### config.mk
export PLATFORM = sky130hd
export DESIGN_NAME = wb_slave_decoder_n
export DESIGN_NICKNAME = d
export VERILOG_FILES = /design/src/rtl/wb_slave_decoder_n.sv
export SDC_FILE = /design/constraint.sdc
export NUM_CORES = 1
export LEC_CHECK = 0
export CORE_AREA = 5 5 140 142
export DETAILED_ROUTE_END_ITERATION = 12
export DIE_AREA = 0 0 145 147
export DONT_BUFFER_PORTS = 1
export PLACE_DENSITY = 0.48
export SLEW_MARGIN = 10
export SYNTH_ARGS = -nofsm -noshare
export SYNTH_HDL_FRONTEND = slang
export SYNTH_SLANG_ARGS = --single-unit
### constraint.sdc
create_clock -name wb_clk_i -period 6.1 [get_ports wb_clk_i]
set_input_delay 1.22 -clock wb_clk_i [delete_from_list [all_inputs] [get_ports wb_clk_i]]
set_output_delay 1.22 -clock wb_clk_i [all_outputs]
set_load 0.005 [all_outputs]
### src/rtl/wb_slave_decoder_n.sv
// Wishbone classic-cycle decoder: one host port fanned out to NSLV slaves by base/mask,
// with registered response path, decode-error response, per-transaction timeout and error status.
module wb_slave_decoder_n #(
  parameter int unsigned          NSLV     = 4,
  parameter logic [NSLV*32-1:0]   SLV_BASE = {32'h3800_0000, 32'h3000_0000, 32'h3000_0100, 32'h3000_0200},
  parameter logic [NSLV*32-1:0]   SLV_MASK = {32'hFF00_0000, 32'hFFFF_FF00, 32'hFFFF_FF00, 32'hFFFF_FF00},
  parameter int unsigned          TO_W     = 8,
  parameter int unsigned          TIMEOUT  = 255
) (
  input  logic                 wb_clk_i,
  input  logic                 wb_rst_i,
  input  logic                 wbs_cyc_i,
  input  logic                 wbs_stb_i,
  input  logic                 wbs_we_i,
  input  logic [3:0]           wbs_sel_i,
  input  logic [31:0]          wbs_adr_i,
  input  logic [31:0]          wbs_dat_i,
  output logic                 wbs_ack_o,
  output logic                 wbs_err_o,
  output logic [31:0]          wbs_dat_o,
  output logic [NSLV-1:0]      m_cyc_o,
  output logic [NSLV-1:0]      m_stb_o,
  output logic                 m_we_o,
  output logic [3:0]           m_sel_o,
  output logic [31:0]          m_adr_o,
  output logic [31:0]          m_dat_o,
  input  logic [NSLV-1:0]      m_ack_i,
  input  logic [NSLV*32-1:0]   m_dat_i,
  output logic [15:0]          err_count_o,
  output logic [31:0]          last_err_adr_o
);

  localparam int unsigned DW    = 32;
  localparam int unsigned CW    = 16;
  localparam int unsigned IDX_W = (NSLV > 1) ? $clog2(NSLV) : 1;

  typedef enum logic [1:0] {
    IDLE     = 2'd0,
    BUSY     = 2'd1,
    RESP_ACK = 2'd2,
    RESP_ERR = 2'd3
  } state_e;

  state_e             state_q, state_d;
  logic [IDX_W-1:0]   idx_q, idx_d;
  logic [TO_W-1:0]    cnt_q, cnt_d;
  logic               ack_q, ack_d;
  logic               err_q, err_d;
  logic [DW-1:0]      dat_q, dat_d;
  logic [CW-1:0]      err_cnt_q, err_cnt_d;
  logic [DW-1:0]      last_adr_q, last_adr_d;

  logic               hit;
  logic [IDX_W-1:0]   hit_idx;
  logic               to_hit;
  logic [CW-1:0]      err_cnt_inc;
  logic [DW-1:0]      slv_dat [NSLV];

  // Per-slave view of the packed read-data bus
  for (genvar g = 0; g < NSLV; g++) begin : g_unpack
    assign slv_dat[g] = m_dat_i[DW*g +: DW];
  end

  // Address decode; scanning downwards leaves the lowest matching index
  always_comb begin
    hit     = 1'b0;
    hit_idx = '0;
    for (int i = NSLV - 1; i >= 0; i--) begin
      if ((wbs_adr_i & SLV_MASK[DW*i +: DW]) == (SLV_BASE[DW*i +: DW] & SLV_MASK[DW*i +: DW])) begin
        hit     = 1'b1;
        hit_idx = IDX_W'(i);
      end
    end
  end

  assign to_hit      = (TIMEOUT != 0) && (cnt_q == TO_W'(TIMEOUT - 1));
  assign err_cnt_inc = (err_cnt_q == {CW{1'b1}}) ? err_cnt_q : err_cnt_q + CW'(1);

  // State register and registered response/status
  always_ff @(posedge wb_clk_i or posedge wb_rst_i) begin
    if (wb_rst_i) begin
      state_q    <= IDLE;
      idx_q      <= '0;
      cnt_q      <= '0;
      ack_q      <= 1'b0;
      err_q      <= 1'b0;
      dat_q      <= '0;
      err_cnt_q  <= '0;
      last_adr_q <= '0;
    end else begin
      state_q    <= state_d;
      idx_q      <= idx_d;
      cnt_q      <= cnt_d;
      ack_q      <= ack_d;
      err_q      <= err_d;
      dat_q      <= dat_d;
      err_cnt_q  <= err_cnt_d;
      last_adr_q <= last_adr_d;
    end
  end

  // Next-state and response logic; ack beats timeout, timeout beats host abort
  always_comb begin
    state_d    = state_q;
    idx_d      = idx_q;
    cnt_d      = cnt_q;
    ack_d      = 1'b0;
    err_d      = 1'b0;
    dat_d      = '0;
    err_cnt_d  = err_cnt_q;
    last_adr_d = last_adr_q;

    case (state_q)
      IDLE: begin
        if (wbs_cyc_i && wbs_stb_i) begin
          if (hit) begin
            idx_d   = hit_idx;
            cnt_d   = '0;
            state_d = BUSY;
          end else begin
            err_d      = 1'b1;
            last_adr_d = wbs_adr_i;
            err_cnt_d  = err_cnt_inc;
            state_d    = RESP_ERR;
          end
        end
      end

      BUSY: begin
        cnt_d = cnt_q + TO_W'(1);
        if (m_ack_i[idx_q]) begin
          ack_d   = 1'b1;
          dat_d   = wbs_we_i ? '0 : slv_dat[idx_q];
          state_d = RESP_ACK;
        end else if (to_hit) begin
          err_d      = 1'b1;
          last_adr_d = wbs_adr_i;
          err_cnt_d  = err_cnt_inc;
          state_d    = RESP_ERR;
        end else if (!wbs_cyc_i) begin
          state_d = IDLE;
        end
      end

      RESP_ACK: state_d = IDLE;
      RESP_ERR: state_d = IDLE;
      default:  state_d = IDLE;
    endcase
  end

  // Slave strobes follow the host only while a slave owns the bus, so reset drops them at once
  always_comb begin
    m_cyc_o = '0;
    m_stb_o = '0;
    if (state_q == BUSY) begin
      m_cyc_o[idx_q] = wbs_cyc_i;
      m_stb_o[idx_q] = wbs_stb_i;
    end
  end

  assign m_we_o  = wbs_we_i;
  assign m_sel_o = wbs_sel_i;
  assign m_adr_o = wbs_adr_i;
  assign m_dat_o = wbs_dat_i;

  assign wbs_ack_o      = ack_q;
  assign wbs_err_o      = err_q;
  assign wbs_dat_o      = dat_q;
  assign err_count_o    = err_cnt_q;
  assign last_err_adr_o = last_adr_q;

endmodule

==> summary.md, run 1 <==
Setup slack on the worst reg-to-reg path comes out at 2.89 ns. After clock tree synthesis, the flow added hold-fix buffers numbering 0. Summing every instance area after synthesis gives 5316 sq um.

The final net count is 557. For the final hold violation count, the log shows 0. After detailed routing, the number of remaining DRC violations is 0.

The kind of start point of the critical path is a flip-flop. The total overflow left after global routing is 0. The number of diodes added for antenna fixing came out at 0.

The total iterations of the first detailed-routing run is 4, and the die width is 145 um. In this run the tightest slew margin relative to its limit is 37.91%. The initial utilization of the core area, before any placement, comes to 29.00%. The congestion estimate from routability-driven global placement came to 0.7963.

Sequential cells were found to cover 44.25% of the synthesized design area. In this run the worst setup path begins at idx_q[1]. The tools report the via total after detailed routing as 3028.

For the pin with the worst max-slew slack, the measured transition is 0.9314 ns. The most numerous cell in the Yosys netlist was dfrtp_1. The number of nets handed over by synthesis was 631. For the worst flop-to-flop path, the logic depth is 6. Global routing used 12.82% of the available tracks across all layers. Registers are responsible for 45.5% of the overall power. The logs give 18330 sq um for the area of the core and 9 for the TritonCTS buffer count.

The wire length of the first global-routing pass came out at 21370 um. The category of the worst setup path capture point was a flip-flop. Setup violations remaining at the end of the flow were counted as 0.

The flow ran to the end, and the final reports show no timing, DRC or antenna violations. In this run the critical register-to-register path is launched from idx_q[1]. The routed metal-1 wire length was 5652 um; the minimum clock period was 3.207 ns. The worst-path maximum fanout was 20; the number of enable flip-flop cells after synthesis was 0.

The tightest hold path in the finished design has a slack of 0.5234 ns. Number of flip-flops and latches in the synthesized netlist: 94. The worst hold path belongs to the class reg -> reg. The run gives 3172 as the number of global-route vias before repair. No sink is reached through more buffers than the 2 on the longest clock path.

During I/O placement, the number of pins put on the boundary was 364. The largest total area in the synthesized netlist belongs to dfrtp_1. The cell at the root of the clock tree is clkbuf_16. Setup repair after global routing left no endpoint under its margin.

Via count normalized by instance count: 5.150. The share of the core filled with cells came out at 29.02%. Summed over all nets, the half-perimeter wirelength after detailed placement is 11120 um. TritonCTS built the clock tree. In the final routed layout, each cell accounts on average for 24.48 um. The clock net sink count came out at 94. The run gives 42 as the post-synthesis cell type count. Across the VDD grid, the largest voltage drop is 168.0 uV. Of the cells placed in the final design, the portion with a size suffix greater than 1 is 27.40%. The synthesized design devotes to its leading area cell type 44.25% of total area. The clock slew seen by the registers of the worst setup and hold paths came out at 0.07 ns. Counting every instance in the synthesized netlist gives 423. STA puts the critical path data required time at 6.33 ns. Sorting the synthesized cells by area gives the leading types as dfrtp_1 44%, mux4_2 14%, buf_4 9.9%.

The final cycle utilization of the critical path was 52.57%. Wires add up to 14400 um. The tools report the DRC violation total after the first TritonRoute iteration as 189. The worst setup path is of the reg -> reg kind. On the final layout, the worst clock skew is 0.007056 ns.

The initial antenna violation count was 0. The number of gates resized after CTS was 0. Post-CTS timing repair inserted 0 buffers for setup. The setup TNS after final layout is 0 ns, and the reported net switching power is 676.6 uW. The logs give 7305 um for the length of routed met2 wiring and 3.43 ns for the data arrival at the endpoint of the critical path. The tools report the combinational cell fraction of total power as 28.2%. The clock network fraction of design power came out at 26.3%. In this run the vertical extent of the chip is 147 um. A synthesized cell averages 12.57 sq um.

During synthesis, Yosys emitted a total of 0 warnings. The total internal power is 1.456 mW. The tools report the final number of max-transition violations as 0. Top layer used by detailed routing: met4. The floorplan has 50 rows. The floorplan step defined a die boundary enclosing 21320 sq um. The H-tree was split into 3 levels. The endpoint identified for the worst register-to-register timing path is last_err_adr_o[17]. In this run the static leakage power is 2.193 nW. For this run, the leading register cell type out of synthesis is dfrtp_1. By count the netlist is led by 94 x dfrtp_1, 70 x buf_4, 34 x nor2b_1. Timing analysis after detailed placement gives a worst setup slack of 2.694 ns. For this design the ratio of total power to cell area is 400.9 nW/um^2.

Timing endpoint of the critical path: last_err_adr_o[17]. The async set-reset flop share out of synthesis is 100.0%, and the upper clock frequency limit is 311.8 MHz. The later pin in the worst-skew pair is clocked with a latency of 0.34 ns. Setup slack closes at 2.893 ns. Port buffering added 0 buffers. Across the run, the number of max-cap violations was 0. The largest net degree at the start of global routing was 57.

The area added between synthesis and finish was 0.04704%; the post-route antenna net violation count was 0. Wire segments on met3 add up to 1168 um in the final route. The switching part of the total is 31.73%.
==> layout by cell type, fill, tap and decap left out, drive strengths merged, types with 3 or more instances in the layout <==
| cell type | n |
|---|---|
| or2 | 3 |
| dfrtp | 94 |
| buf | 4 |
| mux4 | 32 |
| inv | 8 |
| and4 | 3 |
| a21oi | 3 |
| ha | 3 |
| nand4 | 13 |
| nand2b | 5 |
| nor4 | 4 |
| xnor2 | 13 |
| nor2b | 34 |
| and3 | 7 |
| xor2 | 8 |
| o21ai | 11 |
| nand2 | 10 |
| clkbuf | 11 |
| nor2 | 22 |
| mux2 | 35 |
| nand3 | 11 |
==> area by class of cell <==
cell class / count / area, sq um
repair buffers: 4 / 30.03
flip-flops and latches: 94 / 2356
multi-input cells: 233 / 2320
inverters: 7 / 28.78
well taps: 234 / 292.8
clock inverters: 5 / 58.81
clock buffers: 11 / 232.7
fillers: 1841 / 13010
==> worst min-delay path by stage <==
| stage | startpoint | endpoint | slack [ns] | cells past startpoint |
|---|---|---|---|---|
| finish | err_count_o[5] | err_count_o[5] | 0.52 | 1 |
| floorplan | err_count_o[5] | err_count_o[5] | 0.48 | 1 |
| CTS | err_count_o[5] | err_count_o[5] | 0.53 | 1 |
| global route | err_count_o[5] | err_count_o[5] | 0.55 | 1 |
| detailed placement | err_count_o[5] | err_count_o[5] | 0.51 | 1 |
| global placement | err_count_o[5] | err_count_o[5] | 0.51 | 1 |
==> layer usage <==
layer	up-vias	track usage (%)
li1	1274	-
met1	1576	15.38
met2	155	21.06
met3	23	4.658
met4	0	4.944
met5	-	0
==> critical path, stage by stage (launching register included) <==
cell      delay, ns
dfrtp_1        0.95
mux2_4         0.38
a211oi_2       0.24
o221ai_2       0.18
nor2_4         0.54
buf_4          0.43
mux2_4         0.34
==> per-stage QoR <==
step / std cells / total power, mW / cell area [sq um]
2_1_floorplan: 423 / 1.506 / 5316
3_3_place_gp: 572 / 1.578 / 5025
3_5_place_dp: 572 / 1.591 / 5025
4_1_cts: 588 / 2.171 / 5316
5_1_grt: 588 / 2.260 / 5319
6_report: 588 / 2.133 / 5319
==> kinds of logic (layout without fill, tap and decap cells) <==
family / after synthesis / count (layout) / synth area share (%)
buffers and inverters: 96 / 27 / 12.21
and+or+nand+nor: 117 / 117 / 12.59
AOI/OAI and AO/OA: 24 / 24 / 3.507
adders and majority gates: 3 / 3 / 0.7061
DFF: 94 / 94 / 44.25
xor gates and xnor gates: 21 / 21 / 3.460
muxes: 68 / 68 / 23.28
==> power groups by stage <==
stage	logic, mW	registers [mW]	clock network (mW)
after global placement	0.592	0.986	0
after detailed placement	0.606	0.984	0
final	0.602	0.970	0.561
after CTS	0.611	0.976	0.585
after floorplan	0.586	0.920	0
after global routing	0.655	0.994	0.610
==> flip-flops by register name (all words and copies together) (netlist names) <==
signal and flops:
wbs_ack_o 1, idx_q 2, last_err_adr_o 32, err_count_o 16
wbs_dat_o 32, cnt_q 8, state_q 2, wbs_err_o 1
(Power assumes the default switching activity.)
==> run 2: changes to the inputs <==
Clock period 6.1 ns to 3.3 ns, I/O delays scaled along.
==> run 2 against run 1 <==
Die area stayed put. Core utilization is 0.18 points higher. Clock-buffer cell count is 1 higher. Global-route usage is 0.39 points lower. Sequential power is 84% higher. Total power is 85% higher. Register-to-register slack worse by 2.5 ns. Sequential share of layout area is 0.33 points lower.
==> summary.md, run 2 (synthesized netlist as in run 1, its figures left out) <==
The flow ran to the end, and the final reports show no timing, DRC or antenna violations. The wire length of the first global-routing pass is 20740 um (-2.9%). The tree is rooted in a clkbuf_16. The area added between synthesis and finish works out to 0.6824%. The run gives 5052 sq um (+0.55%) as the standard cell area after detailed placement. Fraction of final layout cells sized beyond drive strength 1: 27.89% (+0.49 points).

Final net count: 559 (+0.36%). The initial antenna violation count is 1 (+1), and the minimum clock period is 2.937 ns (-0.2699 ns). The logs give 21320 sq um (unchanged) for the area of the die and 0 (unchanged) for the number of failing setup endpoints in the final timing report.

The setup TNS after final layout was 0 ns (unchanged); the number of top-level pins was 364 (unchanged). DRC violation total after the first TritonRoute iteration: 165 (-13%). Leaving out fill and tap cells, the most frequent cell in the layout is dfrtp_1. The worst-margin pin slew was 0.7176 ns (-0.2138 ns); the detail-routed net length per standard cell was 23.66 um (-3.4%).

The logs give 4.843% (+0.19 points) for the global routing met3 resource utilization and 0 (unchanged) for the detailed-route DRC error count. The die width came out at 145 um (unchanged). The tools report the starting density of the core as 29.00% (unchanged).

The worst-path cell with the longest stage delay was nor2_4. For the post-route antenna net violation count, the log shows 0 (unchanged). STA classifies the critical path endpoint as a flip-flop.

The data arrival at the endpoint of the critical path came out at 3.15 ns (-0.28 ns). For the number of buffers inserted by post-CTS setup repair, the log shows 0 (unchanged). H-tree depth reported by CTS: 3 (unchanged). TritonCTS buffer count: 9 (unchanged). The tools report the buffer levels on the longest clock path as 2 (unchanged). The maximum clock skew at final layout is 0.005557 ns (-0.001499 ns), and the via total after detailed routing is 2988 (-1.3%). In the layout the commonest cells are 93 x dfrtp_1, 34 x nor2b_1, 32 x mux4_2, 30 x mux2_4, 21 x nor2_1.

The final hold violation count was 0 (unchanged); the total iterations of the first detailed-routing run was 4 (unchanged). The tools report the final weighted congestion in routability-driven placement as 0.7817 (-1.8%). For the estimated wirelength of the detail-placed design, the log shows 11080 um (-0.31%). The run gives 2.217 nW (+1.1%) as the leakage power of the design.

The power per cell area is 736.2 nW/um^2 (+84%). The required time at the worst-slack endpoint came out at 3.52 ns (-2.81 ns). The critical path goes through buf_12 -> mux2_4 -> a211oi_2 -> o221ai_2 -> nor2_4 -> buf_4 -> mux2_4. The reg-to-reg setup timing slack was 0.36 ns (-2.53 ns); the count of cells resized by post-cts repair was 0 (unchanged). The cell count of the worst reg-to-reg path is 7 (+1), and the area of the core is 18330 sq um (unchanged).

The tools report the kind of start point of the critical path as a flip-flop. The highest cell delay on the worst timing path is 0.56 ns (-0.39 ns), and the number of diodes added for antenna fixing is 0 (unchanged). The final cycle utilization of the critical path came out at 89.00% (+36 points).

The worst-path maximum fanout was 38 (+90%). The logs give 0 (unchanged) for the max-cap violation count and 0 (unchanged) for the number of buffers added to fix hold violations after cts. Largest net degree at the start of global routing: 57 (unchanged). The total number of placement rows is 50 (unchanged), and the final hold slack is 0.3023 ns (-0.2211 ns). Number of global-route vias before repair: 3188 (+0.50%). The vertical die dimension is 147 um (unchanged), and the clock net sink count is 94 (unchanged). The aggregate global routing overflow is 0 (unchanged), and the global-route usage over all layers is 12.43% (-0.39 points).

The worst supply voltage drop on vdd was 345.9 uV (+110%); the met1 global-route usage was 14.81% (-0.57 points). The routed wire length came out at 13940 um (-3.2%). The via count normalized by instance count works out to 5.073 (-1.5%). The number of input and output port buffers inserted works out to 0 (unchanged). The tools report the cell area after layout as 5353 sq um (+0.64%). TritonCTS built the clock tree.

Setup repair after global routing left no endpoint under its margin. Insertion delay of the later-clocked pin in the worst-skew pair: 0.34 ns (about the same). The worst register-to-register path begins at idx_q[1].

The tools report the relative max-transition margin as 52.11% (+14 points). The worst hold path belongs to the class in -> async. Number of buffer and inverter instances along the worst setup path: 2 (+1). The global routing stage identified its most utilized layer as met2. The upper clock frequency limit came out at 340.5 MHz (+9.2%).

The clock slew seen by the registers of the worst setup and hold paths came out at 0.06 ns (about the same). In this run the critical register-to-register path is captured at last_err_adr_o[19]. For the global-route track usage on met2, the log shows 20.60% (-0.46 points). The category of the most critical setup path is reg -> reg. Most numerous cell on the critical path: mux2_4. The cell class contributing the biggest share of worst-path delay is multiplexers. The final number of max-transition violations was 0 (unchanged). For the number of fill cells in the layout, the log shows 1841 (unchanged).
[run 2: changes by cell type in the layout (fill, tap and decap cells not counted)]
cell	before	now
clkbuf_1	2	1
dfrtp_4	1	0
buf_12	0	1
clkbuf_8	0	2
clkinv_4	0	1
inv_6	1	0
buf_4	4	5
clkinvlp_4	2	0
dfrtp_2	0	1
[run 2: cell type report]
cell class / instances / area, sq um / area share, %
well taps: 234 / 292.8 / 5.470
flip-flops and latches: 94 / 2354 / 43.97
inverters: 7 / 28.78 / 0.5376
clock inverters: 3 / 43.79 / 0.8181
clock buffers: 12 / 256.5 / 4.792
multi-input cells: 233 / 2320 / 43.34
repair buffers: 6 / 57.56 / 1.075
[run 2: how the worst max path moves through the flow]
stage	start	endpoint	slack [ns]	depth (start not counted)
floorplan	wb_rst_i	cnt_q[0]	0.19	1
global placement	idx_q[1]	last_err_adr_o[8]	0.47	7
detailed placement	idx_q[1]	last_err_adr_o[19]	0.33	7
CTS	idx_q[1]	last_err_adr_o[19]	0.33	7
global route	idx_q[1]	last_err_adr_o[19]	0.25	7
finish	idx_q[1]	last_err_adr_o[19]	0.36	7
[run 2: through the flow]
stage | cells | total power [mW] | worst slack (ns) | utilization (%)
3_3_place_gp | 574 | 2.917 | 0.4662 | 27.56
3_5_place_dp | 574 | 2.948 | 0.3313 | 27.56
5_1_grt | 589 | 4.174 | 0.2464 | 29.20
4_1_cts | 589 | 4.013 | 0.3341 | 29.20
2_1_floorplan | 423 | 2.785 | 0.1913 | -
6_report | 589 | 3.941 | 0.3631 | 29.20
[run 2: report_power, final]
part           internal (mW)  switching (mW)  leakage, nW  total, mW
combinational          0.629           0.494        0.858       1.12
clock                  0.624           0.412        0.149       1.04
sequential              1.47           0.306         1.21       1.78
total                   2.73            1.21         2.22       3.94
[run 2: metal layers]
layer | vias up | share of wire [%]
met5 | - | 0.093
met4 | 2 | 1.9
met3 | 30 | 8.3
met2 | 152 | 51
met1 | 1525 | 39
li1 | 1279 | -
